==> src/rtl/lfsr_gen.sv <==
// Configurable Fibonacci/Galois LFSR with period measurement and lock-up guard.
// The reference state marks the start of a period; returning to it measures the period length.
module lfsr_gen #(
    parameter int               WIDTH        = 5,
    parameter logic [WIDTH-1:0] FIB_TAPS     = 5'b10100,
    parameter logic [WIDTH-1:0] GAL_TAPS     = 5'b01001,
    parameter logic [WIDTH-1:0] DEFAULT_SEED = 5'b00001
) (
    input  logic             clkTop,
    input  logic             nrstTop,
    input  logic             en,
    input  logic             mode,
    input  logic             load,
    input  logic [WIDTH-1:0] seed,
    output logic             out_bit,
    output logic [WIDTH-1:0] state,
    output logic             period_wrap,
    output logic [WIDTH-1:0] period_len,
    output logic             period_ovf,
    output logic             lockup_err
);

    logic [WIDTH-1:0] refState;
    logic [WIDTH-1:0] cnt;
    logic             modeQ;
    logic [WIDTH-1:0] fibNext;
    logic [WIDTH-1:0] galNext;
    logic [WIDTH-1:0] stepNext;

    always_comb begin
        fibNext  = {state[WIDTH-2:0], ^(state & FIB_TAPS)};
        galNext  = {state[WIDTH-2:0], 1'b0} ^ (state[WIDTH-1] ? GAL_TAPS : '0);
        stepNext = mode ? galNext : fibNext;
    end

    assign out_bit = state[WIDTH-1];

    always_ff @(posedge clkTop) begin
        if (!nrstTop) begin
            state       <= DEFAULT_SEED;
            refState    <= DEFAULT_SEED;
            cnt         <= '0;
            period_len  <= '0;
            period_wrap <= 1'b0;
            period_ovf  <= 1'b0;
            lockup_err  <= 1'b0;
            modeQ       <= mode;
        end else begin
            period_wrap <= 1'b0;
            lockup_err  <= 1'b0;
            modeQ       <= mode;
            if (load) begin
                if (seed == '0) begin
                    state      <= DEFAULT_SEED;
                    refState   <= DEFAULT_SEED;
                    lockup_err <= 1'b1;
                end else begin
                    state    <= seed;
                    refState <= seed;
                end
                cnt        <= '0;
                period_ovf <= 1'b0;
            end else if (en && state == '0) begin
                state      <= DEFAULT_SEED;
                refState   <= DEFAULT_SEED;
                cnt        <= '0;
                lockup_err <= 1'b1;
            end else if (mode != modeQ) begin
                // A mode switch starts a fresh period from wherever the register lands.
                if (en) begin
                    state    <= stepNext;
                    refState <= stepNext;
                end else begin
                    refState <= state;
                end
                cnt <= '0;
            end else if (en) begin
                state <= stepNext;
                if (stepNext == refState) begin
                    period_len  <= cnt + 1'b1;
                    cnt         <= '0;
                    period_wrap <= 1'b1;
                end else if (cnt == '1) begin
                    period_ovf <= 1'b1;
                    refState   <= stepNext;
                    cnt        <= '0;
                end else begin
                    cnt <= cnt + 1'b1;
                end
            end
        end
    end

endmodule
==> config.mk <==
export PLATFORM = sky130hd
export DESIGN_NAME = lfsr_gen
export DESIGN_NICKNAME = d
export VERILOG_FILES = /design/src/rtl/lfsr_gen.sv
export SDC_FILE = /design/constraint.sdc
export NUM_CORES = 1
export LEC_CHECK = 0
export ABC_AREA = 1
export BUFFER_PORTS_ARGS = -buffer_cell sky130_fd_sc_hd__buf_4
export CORE_AREA = 2 2 51 53
export DETAILED_ROUTE_END_ITERATION = 12
export DIE_AREA = 0 0 53 55
export PLACE_DENSITY = 0.88
export SLEW_MARGIN = 20
export SYNTH_ARGS = -nofsm -noshare
export SYNTH_HDL_FRONTEND = slang
export SYNTH_SLANG_ARGS = --single-unit
==> constraint.sdc <==
create_clock -name clkTop -period 4.4 [get_ports clkTop]
set_input_delay 1.1 -clock clkTop [delete_from_list [all_inputs] [get_ports clkTop]]
set_output_delay 1.1 -clock clkTop [all_outputs]
set_load 0.005 [all_outputs]
==> results of run 1 <==
power by group:
group / switching, mW / internal [mW] / total (mW)
Sequential: 0.0103 / 0.228 / 0.238
Clock: 0.0688 / 0.0922 / 0.161
Combinational: 0.0626 / 0.0420 / 0.105
Total: 0.142 / 0.362 / 0.504
cells in the final DEF, fill, tap and decap left out, drive strengths merged:
| cell | instances |
|---|---|
| xor2 | 3 |
| nand2 | 51 |
| xnor2 | 3 |
| buf | 23 |
| nor3 | 2 |
| a21oi | 9 |
| nand3 | 18 |
| o21ba | 1 |
| or2 | 1 |
| nor2 | 25 |
| o21a | 3 |
| bufinv | 1 |
| o21ai | 15 |
| o22ai | 1 |
| dfxtp | 24 |
| nand4 | 2 |
| nor4 | 5 |
| ha | 2 |
| nand3b | 4 |
| a211oi | 1 |
| inv | 14 |
| clkbuf | 3 |
path summary, 6_finish.rpt:
path	startpoint	end	slack [ns]	depth (start not counted)
setup / recovery	mode	period_len[0]	2.28	7
hold / removal	cnt[3]	cnt[3]	0.48	2
setup reg to reg	state[4]	refState[3]	2.78	11
hold reg to reg	cnt[3]	cnt[3]	0.48	2
metrics by stage:
step / worst slack, ns / total power [mW] / utilization [%]
2_1_floorplan: 2.230 / 0.3176 / -
3_3_place_gp: 1.970 / 0.3444 / 64.44
3_5_place_dp: 1.952 / 0.3459 / 64.44
4_1_cts: 2.297 / 0.5026 / 66.67
5_1_grt: 2.187 / 0.5273 / 66.67
6_report: 2.283 / 0.5041 / 66.67
per-layer routing:
layer / share of wire, % / GRT usage, % / up-vias / wire (um)
met5: 0 / 0 / - / 0
met4: 2.0 / 9.402 / 0 / 58
met3: 7.9 / 3.226 / 7 / 233
met2: 42 / 34.17 / 61 / 1243
met1: 48 / 32.00 / 579 / 1425
li1: - / - / 675 / -
registers in the layout (all words and copies together), names as in the netlist:
name and count:
cnt 5, period_len 5, refState 5, state 5, lockup_err 1, modeQ 1
period_ovf 1, period_wrap 1
worst register-to-register path: stages, from the launching register on:
cell and delay [ns]:
dfxtp_1 0.45, inv_2 0.09, nand2_2 0.09, nand3_1 0.13, nand3_2 0.10, nand2_2 0.07
nand3_4 0.15, nand2_4 0.08, nand2_4 0.11, nand2_2 0.07, nor2_1 0.13, nor2_2 0.05
area by class of cell:
class,count,area (um2),area share (%)
Multi-Input combinational cell,146,780.7,49.52
Clock inverter,1,30.03,1.905
Timing Repair Buffer,23,172.7,10.95
Clock buffer,3,22.52,1.429
Tap cell,30,37.54,2.381
Inverter,14,52.55,3.333
Sequential cell,24,480.5,30.48
cells by family (layout without fill, tap and decap cells):
| kind of cell | Yosys count | in the layout | synth area share [%] |
|---|---|---|---|
| fa+ha+maj | 2 | 2 | 1.843 |
| compound gates | 30 | 30 | 12.26 |
| xor+xnor | 6 | 6 | 4.425 |
| flops | 24 | 24 | 35.39 |
| simple gates | 108 | 108 | 38.99 |
| buf+inv | 20 | 41 | 7.096 |
==> results.txt, run 1 <==
WP data required: 4.64 ns
CP peak stage delay: 0.33 ns
Worst path slowest cell: nor3_4
TritonCTS clock tree: done
GR Util All Layers: 22.49%
Num CTS Buffers: 3
Initial antenna violation count: 0
Clock skew: 0.01434 ns
Die height: 55 um
Clock buffer depth: 2
Dominant synthesized flop cell: dfxtp_1
Post-Place Cells: 237
Cell Count, Final, Fillers Out: 241
Crit path DAT: 2.36 ns
# IOs: 24
CP max FO: 7
Outcome: completed
First-pass DRT Iterations: 4
Post-DP HPWL: 2184 um
Fillers: 205
Synth area leaders: dfxtp_1 35%, nand2_1 12%, nor2_1 6.6%
Port Buffers: 23
Post-Syn Area per Cell: 7.145 um2
Synth async-reset ratio: 0%
Worst-margin pin slew: 0.3401 ns
Crit end category: flop
Max-cap violations: 0
CTS sink count: 24
Fmax: 472.5 MHz
Nets: 224
Worst path top cell family by delay: simple AND/OR/NAND/NOR gates
Design area: 0.001577 mm2
Worst Path Buf+Inv: 1
Most frequent CP cell: nand2_1
Commonest cells post-synth: 44 x nand2_1, 24 x dfxtp_1, 24 x nor2_1
Leakage power: 0.7222 nW
Worst IR Drop VDD: 0.2623 mV
Routed length per placed instance: 12.29 um
Period utilisation layout: 48.10%
Die W: 53 um
Row cnt: 18
Setup TNS: 0 ns
Total Wirelength: 2961 um
P&R area growth vs syn: 16.13%
Fin. max-slew vios: 0
Final hold vios: 0
Remaining global-route overflow: 0
Antenna-violating nets left: 0
DR vias: 1,322
Placer congestion estimate: 0.8811
Unrepaired setup endpoints after global routing: no
Initial drt markers: 39
Library cells used by synthesis: 32
Area fraction of the dominant cell type after synthesis: 35.39%
Setup violations, final: 0
Via/cell ratio: 5.485
Post-CTS Setup Bufs: 0
Synth area leader: dfxtp_1
Die Area: 0.002915 mm2
Core Area: 0.002365 mm2
Worst Setup Start Kind: input pin
Mapped Nets: 202
Tightest Hold Check Type: reg -> reg
Post-synthesis sequential area ratio: 35.39%
PwrDens: 319.7 mW/mm2
Layout cell share with drive strength beyond 1: 21.33%
Max-Slew Margin vs Limit: 77.09%
H-tree levels: 1
Clock transition at path regs: 0.14 ns
Most numerous cell in the Yosys netlist: nand2_1
Worst skew pair latency: 0.33 ns
Area post-placement: 0.001524 mm2
Mapped Cells: 190
Vias in the first global route: 1,116
Antenna diodes: 0
Largest net degree at the start of global routing: 23
Global-route wire length before repair: 4830 um
Post-CTS resize count: 0
Hold buffer count at CTS: 0
Number of synthesized flops with an enable pin: 0
Worst hold margin: 0.4839 ns
Syn. warnings: 0
Starting density of the core: 57.41%
CTS root buf: clkbuf_4
Synthesis-stage register bit count: 24
Min Tclk post-route: 2.117 ns
Critical path class: in -> reg
CP cell instances: buf_4, xnor2_2, nand2_1, nor3_4, nand2_1, nand2_1, nor2_1
Post-Syn Area: 0.001358 mm2
Remaining routing DRC violations: 0
Note: power is estimated with default switching activity, not from simulation.
==> inputs of run 2 (changes only) <==
--- a/config.mk
+++ b/config.mk
@@ -5,12 +5,12 @@
 export SDC_FILE = /design/constraint.sdc
 export NUM_CORES = 1
 export LEC_CHECK = 0
-export ABC_AREA = 1
+export ABC_AREA = 0
 export BUFFER_PORTS_ARGS = -buffer_cell sky130_fd_sc_hd__buf_4
-export CORE_AREA = 2 2 51 53
+export CORE_AREA = 2 2 55 57
 export DETAILED_ROUTE_END_ITERATION = 12
-export DIE_AREA = 0 0 53 55
-export PLACE_DENSITY = 0.88
+export DIE_AREA = 0 0 57 59
+export PLACE_DENSITY = 0.82
 export SLEW_MARGIN = 20
 export SYNTH_ARGS = -nofsm -noshare
 export SYNTH_HDL_FRONTEND = slang
==> constraint.sdc (replaced) <==
create_clock -name clkTop -period 2.07 [get_ports clkTop]
set_input_delay 0.5175 -clock clkTop [delete_from_list [all_inputs] [get_ports clkTop]]
set_output_delay 0.5175 -clock clkTop [all_outputs]
set_load 0.005 [all_outputs]
==> results.txt, run 2 <==
Outcome: completed
Crit end category: flop
Total Wirelength: 3291 um (+11%)
Worst Setup EP: refState[2]
Layout cell share with drive strength beyond 1: 30.51% (+9.2 points)
Area post-placement: 0.001653 mm2 (+8.5%)
Dominant synthesized flop cell: dfxtp_1
Post-CTS resize count: 0 (unchanged)
Critical Path Start: cnt[0]
Worst skew pair latency: 0.32 ns (about the same)
Port Buffers: 23 (unchanged)
FF+latch area: 480.5 um2 (unchanged)
Clock transition at path regs: 0.14 ns (about the same)
Worst IR Drop VDD: 0.5375 mV (+100%)
Post-Syn Area per Cell: 9.517 um2 (+33%)
Area fraction of the dominant cell type after synthesis: 32.57% (-2.8 points)
Design area: 0.001705 mm2 (+8.2%)
Commonest cells post-synth: 24 x dfxtp_1, 21 x nor2_1, 14 x mux2i_1
Global-route wire length before repair: 5609 um (+16%)
Synthesis-stage register bit count: 24 (unchanged)
Syn. warnings: 0 (unchanged)
Clock skew: 0.005645 ns (-0.008697 ns)
# IOs: 24 (unchanged)
Post-Syn Area: 0.001475 mm2 (+8.7%)
Die Area: 0.003363 mm2 (+15%)
Critical path class: reg -> reg
CTS sink count: 24 (unchanged)
Antenna diodes: 0 (unchanged)
CTS root buf: clkbuf_4
Remaining global-route overflow: 0 (unchanged)
Area of the multi-input gates: 908.4 um2 (+16%)
Most frequent CP cell: ha_1
Critical R2R Launch: cnt[0]
Placer congestion estimate: 0.9139 (+3.7%)
Tightest Hold Check Type: in -> reg
Number of synthesized flops with an enable pin: 0 (unchanged)
Synth async-reset ratio: 0% (unchanged)
Min Tclk post-route: 1.884 ns
Hold buffer count at CTS: 0 (unchanged)
Final hold vios: 0 (unchanged)
Mapped Cells: 155 (-18%)
Routed length per placed instance: 15.82 um (+29%)
R2R Setup Slk: 0.19 ns (-2.59 ns)
GR Util All Layers: 21.32% (-1.2 points)
Num CTS Buffers: 3 (unchanged)
CP max FO: 7 (unchanged)
Via/cell ratio: 6.063 (+11%)
Most numerous cell in the Yosys netlist: dfxtp_1
Post-DP HPWL: 2403 um (+10%)
Worst Setup Start Kind: flop
WP data required: 2.27 ns (-2.37 ns)
Initial drt markers: 51 (+31%)
P&R area growth vs syn: 15.61%
Clock buffer depth: 2 (unchanged)
Place WS: 0.1748 ns (-1.777 ns)
H-tree levels: 1 (unchanged)
Setup violations, final: 0 (unchanged)
Largest net degree at the start of global routing: 25 (+8.7%)
Antenna-violating nets left: 0 (unchanged)
Fillers: 247 (+20%)
Reg2Reg Depth: 7 (-4)
Most frequent cells in the layout: 27 x buf_4, 24 x dfxtp_1, 21 x nor2_1
Worst R2R End: refState[2]
First-pass DRT Iterations: 4 (unchanged)
Fmax: 530.8 MHz
Core Area: 0.002710 mm2 (+15%)
Vias in the first global route: 1,219 (+9.2%)
CP cell instances: ha_1, and3_1, ha_1, o21ai_2, o2bb2ai_4, mux2i_1, nor2_1
Worst path slowest cell: dfxtp_1
Commonest non-fill, non-tap cell in the layout: buf_4
CP peak stage delay: 0.36 ns (+0.03 ns)
Library cells used by synthesis: 48 (+50%)
Nets: 190 (-15%)
Worst Slack Setup Final: 0.1861 ns (-2.097 ns)
DR vias: 1,261 (-4.6%)
Remaining routing DRC violations: 0 (unchanged)
Post-CTS Setup Bufs: 0 (unchanged)
Crit path DAT: 2.09 ns (-0.27 ns)
Synth area leader: dfxtp_1
Initial antenna violation count: 0 (unchanged)
Setup TNS: 0 ns (unchanged)
TritonCTS clock tree: done
Leakage power: 0.7464 nW (+3.3%)
Die height: 59 um (+7.3%)
PwrDens: 640.3 mW/mm2 (+100%)
Unrepaired setup endpoints after global routing: no
Mapped Nets: 167 (-17%)
Fin. max-slew vios: 0 (unchanged)
Starting density of the core: 54.43% (-3.0 points)
Synth area leaders: dfxtp_1 33%, mux2i_1 9.5%, nor2_1 5.3%
Post-synthesis sequential area ratio: 32.57% (-2.8 points)
Worst hold margin: 0.3927 ns (-0.09117 ns)
Row cnt: 19 (+1)
Worst-margin pin slew: 0.5456 ns (+0.2055 ns)
Period utilisation layout: 91.01%
Die W: 57 um (+7.5%)
Max-cap violations: 0 (unchanged)
Max-Slew Margin vs Limit: 63.59% (-13 points)
==> run 2: cell count changes after synthesis, sizes merged, moves of 5 or more <==
cell,change
a211oi,+5
inv,-8
mux2i,+14
nand2,-49
nand2b,+7
nand3,-13
nor4,-5
o21ai,-11
==> run 2: logic make-up after synthesis <==
family,Yosys count,synth area share (%)
AND/OR/NAND/NOR,56,22.65
flip-flops,24,32.57
XOR/XNOR,12,9.161
AO/OA/AOI/OAI,30,16.79
buffers and inverters,15,5.852
multiplexers,16,11.28
adder cells (fa/ha/maj),2,1.696
==> run 2: stage by stage <==
step | utilization, % | power, mW | cells
after floorplan | - | 0.6911 | 155
after global placement | 60.99 | 0.7445 | 204
after detailed placement | 60.99 | 0.7532 | 204
after CTS | 62.93 | 1.095 | 208
after global routing | 62.93 | 1.129 | 208
final | 62.93 | 1.092 | 208
==> run 2: worst max-delay path: cells and delay by family (launching register included) <==
kind | cells | cell delay [ns]
fa+ha+maj | 2 | 0.51
compound gates | 2 | 0.41
flops | 1 | 0.36
simple gates | 2 | 0.25
mux | 1 | 0.24
==> run 2: final cells by class <==
class	count	share of cell area (%)
multi-input cells	116	53.26
flip-flops and latches	24	28.17
repair buffers	27	11.89
well taps	31	2.274
clock inverters	1	1.761
clock buffers	3	1.321
inverters	6	1.321
==> run 2: worst min path at each step <==
stage	from	to	slack, ns	cells past startpoint
2_1_floorplan	cnt[4]	cnt[4]	0.45	2
3_3_place_gp	cnt[4]	cnt[4]	0.47	2
3_5_place_dp	cnt[4]	cnt[4]	0.47	2
4_1_cts	mode	modeQ	0.39	1
5_1_grt	mode	modeQ	0.39	1
6_report	mode	modeQ	0.39	1
==> run 2: power breakdown <==
part           internal, mW  total [mW]  switching [mW]
Combinational         0.113       0.234           0.120
Clock                 0.196       0.345           0.149
Sequential            0.482       0.514          0.0316
Total                 0.791        1.09           0.301
==> run 2: per-layer routing <==
metal / part of all wire (%) / GRT usage, % / vias to the layer above
met5: 0 / 0 / -
met4: 2.8 / 9.967 / 0
met3: 6.0 / 3.057 / 15
met2: 45 / 33.17 / 55
met1: 46 / 29.41 / 597
li1: - / - / 594
==> inputs of run 3 (changes only) <==
--- a/config.mk
+++ b/config.mk
@@ -7,10 +7,11 @@
 export LEC_CHECK = 0
 export ABC_AREA = 0
 export BUFFER_PORTS_ARGS = -buffer_cell sky130_fd_sc_hd__buf_4
-export CORE_AREA = 2 2 55 57
+export CORE_AREA = 2 2 61 63
 export DETAILED_ROUTE_END_ITERATION = 12
-export DIE_AREA = 0 0 57 59
-export PLACE_DENSITY = 0.82
+export DIE_AREA = 0 0 63 65
+export GPL_TIMING_DRIVEN = 0
+export PLACE_DENSITY = 0.7
 export SLEW_MARGIN = 20
 export SYNTH_ARGS = -nofsm -noshare
 export SYNTH_HDL_FRONTEND = slang
==> results.txt, run 3 (synthesis gave the netlist of run 2 again) <==
Most frequent cells in the layout: 24 x buf_4, 24 x dfxtp_1, 21 x nor2_1
Initial drt markers: 33 (-35%)
Placer congestion estimate: 0.8100 (-11%)
DR vias: 1,214 (-3.7%)
Worst-margin pin slew: 0.5974 ns (+0.05181 ns)
Clock transition at path regs: 0.15 ns (about the same)
Period utilisation layout: 89.80% (-1.2 points)
Fin. max-slew vios: 0 (unchanged)
WP data required: 2.28 ns (about the same)
Global-route wire length before repair: 5333 um (-4.9%)
Largest net degree at the start of global routing: 15 (-40%)
Area post-placement: 0.001708 mm2 (+3.3%)
First-pass DRT Iterations: 4 (unchanged)
Port Buffers: 23 (unchanged)
Busiest grt layer: met2
Critical path class: reg -> reg
Layout cell share with drive strength beyond 1: 31.32% (+0.81 points)
PwrDens: 623.8 mW/mm2 (-2.6%)
Tightest Hold Check Type: in -> reg
CTS root buf: clkbuf_4
Setup violations, final: 0 (unchanged)
Clock buffer depth: 2 (unchanged)
Core Area: 0.003496 mm2 (+29%)
Vias in the first global route: 1,166 (-4.3%)
Die Area: 0.004095 mm2 (+22%)
Worst IR Drop VDD: 0.3423 mV (-36%)
Min Tclk post-route: 1.859 ns (-0.02500 ns)
Die W: 63 um (+11%)
Crit end category: flop
Die height: 65 um (+10%)
Place WS: 0.02011 ns (-0.1547 ns)
CP max FO: 7 (unchanged)
Nets: 195 (+2.6%)
Post-DP HPWL: 2459 um (+2.3%)
H-tree levels: 1 (unchanged)
Clock skew: 0.005724 ns (+0.00007916 ns)
Routed length per placed instance: 14.20 um (-10%)
Final Util: 50.36% (-13 points)
TritonCTS clock tree: done
P&R area growth vs syn: 19.34%
Num CTS Buffers: 3 (unchanged)
Final hold vios: 0 (unchanged)
Antenna-violating nets left: 0 (unchanged)
Remaining global-route overflow: 0 (unchanged)
Worst Setup Start Kind: flop
Starting density of the core: 42.20% (-12 points)
GR Util All Layers: 16.49% (-4.8 points)
Setup TNS: 0 ns (unchanged)
CTS sink count: 24 (unchanged)
Total Wirelength: 3267 um (-0.73%)
# IOs: 24 (unchanged)
Fillers: 338 (+37%)
Row cnt: 22 (+3)
Worst skew pair latency: 0.32 ns (about the same)
Max-Slew Margin vs Limit: 59.82% (-3.8 points)
Crit path DAT: 2.07 ns (-0.02 ns)
GR Util met2: 28.46% (-4.7 points)
Worst hold margin: 0.3009 ns (-0.09186 ns)
Met3 usage: 1.910% (-1.1 points)
Remaining routing DRC violations: 0 (unchanged)
Worst Slack Setup Final: 0.2111 ns (+0.02500 ns)
Post-CTS Setup Bufs: 0 (unchanged)
Post-CTS resize count: 0 (unchanged)
Grt met1 use: 20.90% (-8.5 points)
Leakage power: 0.7646 nW (+2.4%)
Initial antenna violation count: 0 (unchanged)
Via/cell ratio: 5.278 (-13%)
Unrepaired setup endpoints after global routing: no
Max-cap violations: 0 (unchanged)
Outcome: completed
Antenna diodes: 0 (unchanged)
Hold buffer count at CTS: 0 (unchanged)
Design area: 0.001760 mm2 (+3.2%)
Fmax: 537.9 MHz (+1.3%)
-- run 3: changes by cell type in the layout (fill, tap and decap cells not counted), sizes merged --
cell	before	now
buf	27	30
clkbuf	3	5
-- run 3: critical path, stage by stage, from the launching register on --
cell	delay, ns
dfxtp_1	0.37
ha_1	0.25
and3_1	0.20
ha_1	0.24
o21ai_2	0.20
o2bb2ai_4	0.21
mux2i_1	0.22
nor2_1	0.06
-- run 3: worst paths after layout --
path	start	to	slack, ns	cells after the start
setup reg to reg	cnt[0]	refState[1]	0.21	7
hold / removal	mode	modeQ	0.30	1
hold reg to reg	cnt[4]	cnt[4]	0.50	2
setup / recovery	cnt[0]	refState[1]	0.21	7
-- run 3: report_power, final --
part	internal, mW	switching, mW	total [mW]
logic	0.118	0.126	0.243
registers	0.482	0.0238	0.506
clock network	0.196	0.153	0.349
-- run 3: metal layers --
layer | vias up | part of all wire [%]
met2 | 31 | 48
met4 | 0 | 1.5
li1 | 601 | -
met3 | 5 | 6.1
met1 | 577 | 44
met5 | - | 0
-- run 3: final cells by class --
| cell class | instances | area [um2] | share of cell area, % |
|---|---|---|---|
| buffer | 9 | 63.81 | 3.625 |
| inverter | 6 | 22.52 | 1.279 |
| timing repair buffer | 23 | 172.7 | 9.808 |
| clock inverter | 1 | 30.03 | 1.706 |
| tap | 48 | 60.06 | 3.412 |
| multi-input combinational | 116 | 908.4 | 51.60 |
| sequential | 24 | 480.5 | 27.29 |
| clock buffer | 3 | 22.52 | 1.279 |
-- run 3: through the flow --
stage | power [mW] | std cells
4_1_cts | 1.102 | 230
3_3_place_gp | 0.7525 | 226
5_1_grt | 1.139 | 230
6_report | 1.098 | 230
2_1_floorplan | 0.6911 | 155
3_5_place_dp | 0.7577 | 226
